$ cat src/rtl/regfile_write_arbiter.sv
// Write-port sequencer for register_file: clears every register after
// reset, then round-robin arbitrates NREQ requesters onto the one port.
module regfile_write_arbiter #(
  parameter int NREGS = 8,
  parameter int RSIZE = 8,
  parameter int NREQ  = 4,
  localparam int IW   = $clog2(NREGS),
  localparam int PW   = (NREQ > 1) ? $clog2(NREQ) : 1
) (
  input  logic                  clk_i,
  input  logic                  rst_ni,
  input  logic [NREQ-1:0]       req_i,
  input  logic [NREQ*IW-1:0]    req_idx_i,
  input  logic [NREQ*RSIZE-1:0] req_data_i,
  output logic [NREQ-1:0]       gnt_o,
  output logic                  w_o,
  output logic [IW-1:0]         widx_o,
  output logic [RSIZE-1:0]      wd_o,
  output logic                  init_done_o
);

  typedef enum logic {
    S_INIT,
    S_RUN
  } state_t;

  state_t          r_state;
  logic [IW-1:0]   r_cnt;
  logic [PW-1:0]   r_rr;

  logic [PW-1:0]   w_hi;
  logic [PW-1:0]   w_lo;
  logic            w_hi_ok;
  logic            w_lo_ok;
  logic [PW-1:0]   w_win;
  logic [PW-1:0]   w_rr_nxt;
  logic            w_run;
  logic [NREQ-1:0] w_gnt;

  assign w_run = (r_state == S_RUN);

  // Lowest requester at/above rr_ptr wins; else wrap to lowest overall.
  always_comb begin
    w_hi    = '0;
    w_lo    = '0;
    w_hi_ok = 1'b0;
    w_lo_ok = 1'b0;
    for (int k = NREQ - 1; k >= 0; k--) begin
      if (req_i[k]) begin
        w_lo    = PW'(k);
        w_lo_ok = 1'b1;
        if (PW'(k) >= r_rr) begin
          w_hi    = PW'(k);
          w_hi_ok = 1'b1;
        end
      end
    end
  end

  assign w_win    = w_hi_ok ? w_hi : w_lo;
  assign w_rr_nxt = (w_win == PW'(NREQ - 1)) ? '0 : w_win + 1'b1;

  assign w_gnt = (w_run && w_lo_ok) ? (NREQ'(1) << w_win) : '0;
  assign gnt_o = w_gnt;

  always_ff @(posedge clk_i or negedge rst_ni) begin
    if (!rst_ni) begin
      r_state     <= S_INIT;
      r_cnt       <= '0;
      r_rr        <= '0;
      w_o         <= 1'b0;
      widx_o      <= '0;
      wd_o        <= '0;
      init_done_o <= 1'b0;
    end else begin
      unique case (r_state)
        S_INIT: begin
          w_o    <= 1'b1;
          widx_o <= r_cnt;
          wd_o   <= '0;
          if (r_cnt == IW'(NREGS - 1)) begin
            r_state     <= S_RUN;
            r_cnt       <= '0;
            init_done_o <= 1'b1;
          end else begin
            r_cnt <= r_cnt + 1'b1;
          end
        end
        S_RUN: begin
          w_o <= w_lo_ok;
          if (w_lo_ok) begin
            widx_o <= req_idx_i[w_win*IW +: IW];
            wd_o   <= req_data_i[w_win*RSIZE +: RSIZE];
            r_rr   <= w_rr_nxt;
          end
        end
      endcase
    end
  end

endmodule

$ cat config.mk
export PLATFORM = sky130hd
export DESIGN_NAME = regfile_write_arbiter
export DESIGN_NICKNAME = d
export VERILOG_FILES = /design/src/rtl/regfile_write_arbiter.sv
export SDC_FILE = /design/constraint.sdc
export NUM_CORES = 1
export LEC_CHECK = 0
export ABC_AREA = 1
export CAP_MARGIN = 20
export CORE_MARGIN = 2
export CORE_UTILIZATION = 35
export DETAILED_ROUTE_END_ITERATION = 7
export PLACE_DENSITY = 0.72
export SLEW_MARGIN = 20
export SYNTH_ARGS = -nofsm -noshare
export SYNTH_HDL_FRONTEND = slang
export SYNTH_SLANG_ARGS = --single-unit
$ cat constraint.sdc
create_clock -name clk_i -period 4.55 [get_ports clk_i]
set_clock_uncertainty 0.15 [all_clocks]
set_input_delay 0.91 -clock clk_i [delete_from_list [all_inputs] [get_ports clk_i]]
set_output_delay 0.91 -clock clk_i [all_outputs]
set_load 0.01 [all_outputs]
==> results.cfg <==
[sta]
maxSlewViolCount = 0
finalHoldWorstSlack_ps = 327
setup_tns_ps = 0
finalWorstPathRequiredPeriod_ps = 4110
setup_violations = 0
max-slew-margin-rel_pct = 41.5
layout_worst_path_cycle_share_pct = 90.4
report.final.hold_viol_count = 0
max_clock_freq_mhz = 243
rsz0062_at_grt = no
transition_at_the_pin_with_the_smallest_max_transition_slack_ps = 875

[grt]
globalRoute.busiestLayer = met2
grt.met1_usage_pct = 23.9
gr-usage-met2_pct = 28.7
antenna_found_initial = 0
largest_net_degree_at_the_start_of_global_routing = 27
globalRouteMet3Util_pct = 3.08
grtUsageTotal_pct = 17.9
grt_first_pass_wirelength_um = 5940
first_global_vias = 1350
total_overflow_reported_by_the_global_router = 0

[synthesis]
post_synth.cell_area_avg_um2 = 6.80
distinct_cell_type_count_after_synthesis = 20
ys_dominant_reg_cell = dfrtp_1
ys_top_cells_by_area = dfrtp_1, nand2_1, nand3_1
synth.most_common_cell = nand2_1
synth_edf_count = 0
netlist_instances = 194
mappedNetlistArea_mm2 = 0.00132
synth_area_leader_cell = dfrtp_1
synth_seq_area_share_pct = 36.1
synth.net_count = 250
post-synth-top-area-fraction_pct = 36.1
yosys-top-cells-count = nand2_1, nand3_1, dfrtp_1
ys_ff_latch = 19
ys_async_sr_fraction_pct = 100
yosys_warns = 0

[setup_path]
worstPathMaxFanout = 26
cpMaxStageDelayCell = clkdlybuf4s50_1
arrival_ps = 3050
start_kind = input pin
critical_path.endpoint_type = primary output
timing.critical_path.slowest_cell_delay_ps = 540
cp.required_ps = 3490
crit_chain = clkdlybuf4s50_1, nand2_2, nand2_2, nor2_2, nand2_2, nand2_4, inv_4, ha_1, inv_1, nor2_1, clkdlybuf4s50_1
timing.critical_path.mode_cell = nand2_2
crit_type = in -> out

[layout]
fillCellCount = 370
multi_input_area_um2 = 706
finalNetCount = 315
layout.cells.non_filler = 306
antenna-diode-count = 0
post_route_cells_drive_above_1_share_pct = 5.81
seqCellArea_um2 = 475
area_delta_synth_final_pct = 54.6

[clock_tree]
clock_sink_count = 19
cts_root_buffer = clkbuf_8
clock_tree.buffer_depth = 2
tritoncts.num_buffers = 3
worst_path_clk_slew_ps = 70
cts.htree.levels = 1
worst_skew_pair.late_latency_ps = 250
post_cts_resize_count = 0
tritoncts = done
cts-hold-fix-buffers = 0
cts.repair_timing.setup_buffer_count = 0

[pwr]
share_seq_of_total_power_pct = 27.6
comb_power_share_pct = 60.1
intPower_mw = 0.566
p_per_area_mw_per_mm2 = 469
power.switching_fraction_pct = 40.8
net-switching-power_mw = 0.390
clockPowerShare_pct = 12.3
cellLeakagePower_nw = 0.984
max-vdd-ir-drop_uv = 206

[die]
dieWidth_um = 65.4
core_area_mm2 = 0.00363
floorplan.io_pins = 67
die_y_um = 65.4
dieArea_mm2 = 0.00428
std_cell_rows = 22
initial_core_util_pct = 36.3

[run]
cap_viol_max_count = 0

[hold_path]
holdCritPathClass = reg -> reg

[place]
dpl.hpwl_um = 2770
dpl.cell_count = 302
rd_place_congestion = 0.797
buffer_ports.inserted = 66

[status]
outcome = finished clean

[detailed_routing]
drtPass1Iterations = 4
postRouteWirelength_um = 3580
viasPerCell = 4.62
total_via_count_after_detailed_routing = 1413
post-route-drc-count = 0
drt.antenna.violating_nets = 0
drt_iter0_drc = 46
avgRoutedWirePerCell_um = 11.7
-- cells in the final DEF, fill, tap and decap left out, drive strengths merged --
cell / n
inv: 19
dfrtp: 19
nand2: 84
clkinv: 1
clkdlybuf4s50: 66
buf: 2
o21bai: 2
ha: 6
clkbuf: 4
o21ai: 3
a21oi: 4
a21boi: 1
nand3: 37
nor2: 10
-- critical path, delay by kind of cell --
family	cells	cell delay [ps]
adders and majority gates	1	180
buffers and inverters	4	1340
and+or+nand+nor	6	600
-- cell type report --
cell class              instances  share of cell area (%)
multi-input cells             147                    34.6
inverters                      20                    3.80
clock buffers                   4                    2.21
well taps                      48                    2.94
repair buffers                 68                    33.1
flip-flops and latches         19                    23.3
-- final timing paths --
kind | to | slack, ps | startpoint | depth (start not counted)
min in group asynchronous | wd_o[2] | 1000 | rst_ni | 1
min | wd_o[2] | 330 | wd_o[2] | 2
max | gnt_o[3] | 440 | req_i[1] | 11
min reg2reg | wd_o[2] | 330 | wd_o[2] | 2
max in group asynchronous | wd_o[5] | 2710 | rst_ni | 1
max reg2reg | widx_o[0] | 2520 | r_state | 6
-- sequential cells by signal, summed over array words and instances (netlist names) --
signal,cells
widx_o,3
r_cnt,3
w_o,1
r_rr,2
wd_o,8
init_done_o,1
r_state,1
-- kinds of logic (layout without fill, tap and decap cells) --
kind of cell	after synthesis	count (layout)	synth area share [%]
flops	19	19	36.1
simple gates	131	131	42.3
compound gates	10	10	5.50
buf+inv	28	92	10.4
fa+ha+maj	6	6	5.69
-- per-layer routing --
layer / vias up / share of wire, %
met5: - / 0
met4: 0 / 2.0
met3: 6 / 5.6
met2: 46 / 46
met1: 624 / 46
li1: 737 / -
-- through the flow --
step	cell area, um2	total power, mW	setup slack [ps]	utilization [%]
finish	2040	0.956	436	56.1
detailed placement	1990	0.848	404	54.9
global placement	1990	0.840	457	54.9
global route	2040	1.05	259	56.1
CTS	2040	0.970	414	56.1
floorplan	1320	0.626	1650	-
-- power groups by stage --
| stage | registers, mW | logic [mW] | clock network [mW] |
|---|---|---|---|
| 6_report | 0.264 | 0.574 | 0.118 |
| 5_1_grt | 0.269 | 0.650 | 0.128 |
| 4_1_cts | 0.264 | 0.584 | 0.122 |
| 3_5_place_dp | 0.265 | 0.583 | 0 |
| 3_3_place_gp | 0.265 | 0.575 | 0 |
| 2_1_floorplan | 0.287 | 0.339 | 0 |
Note: power is estimated with default switching activity, not from simulation.
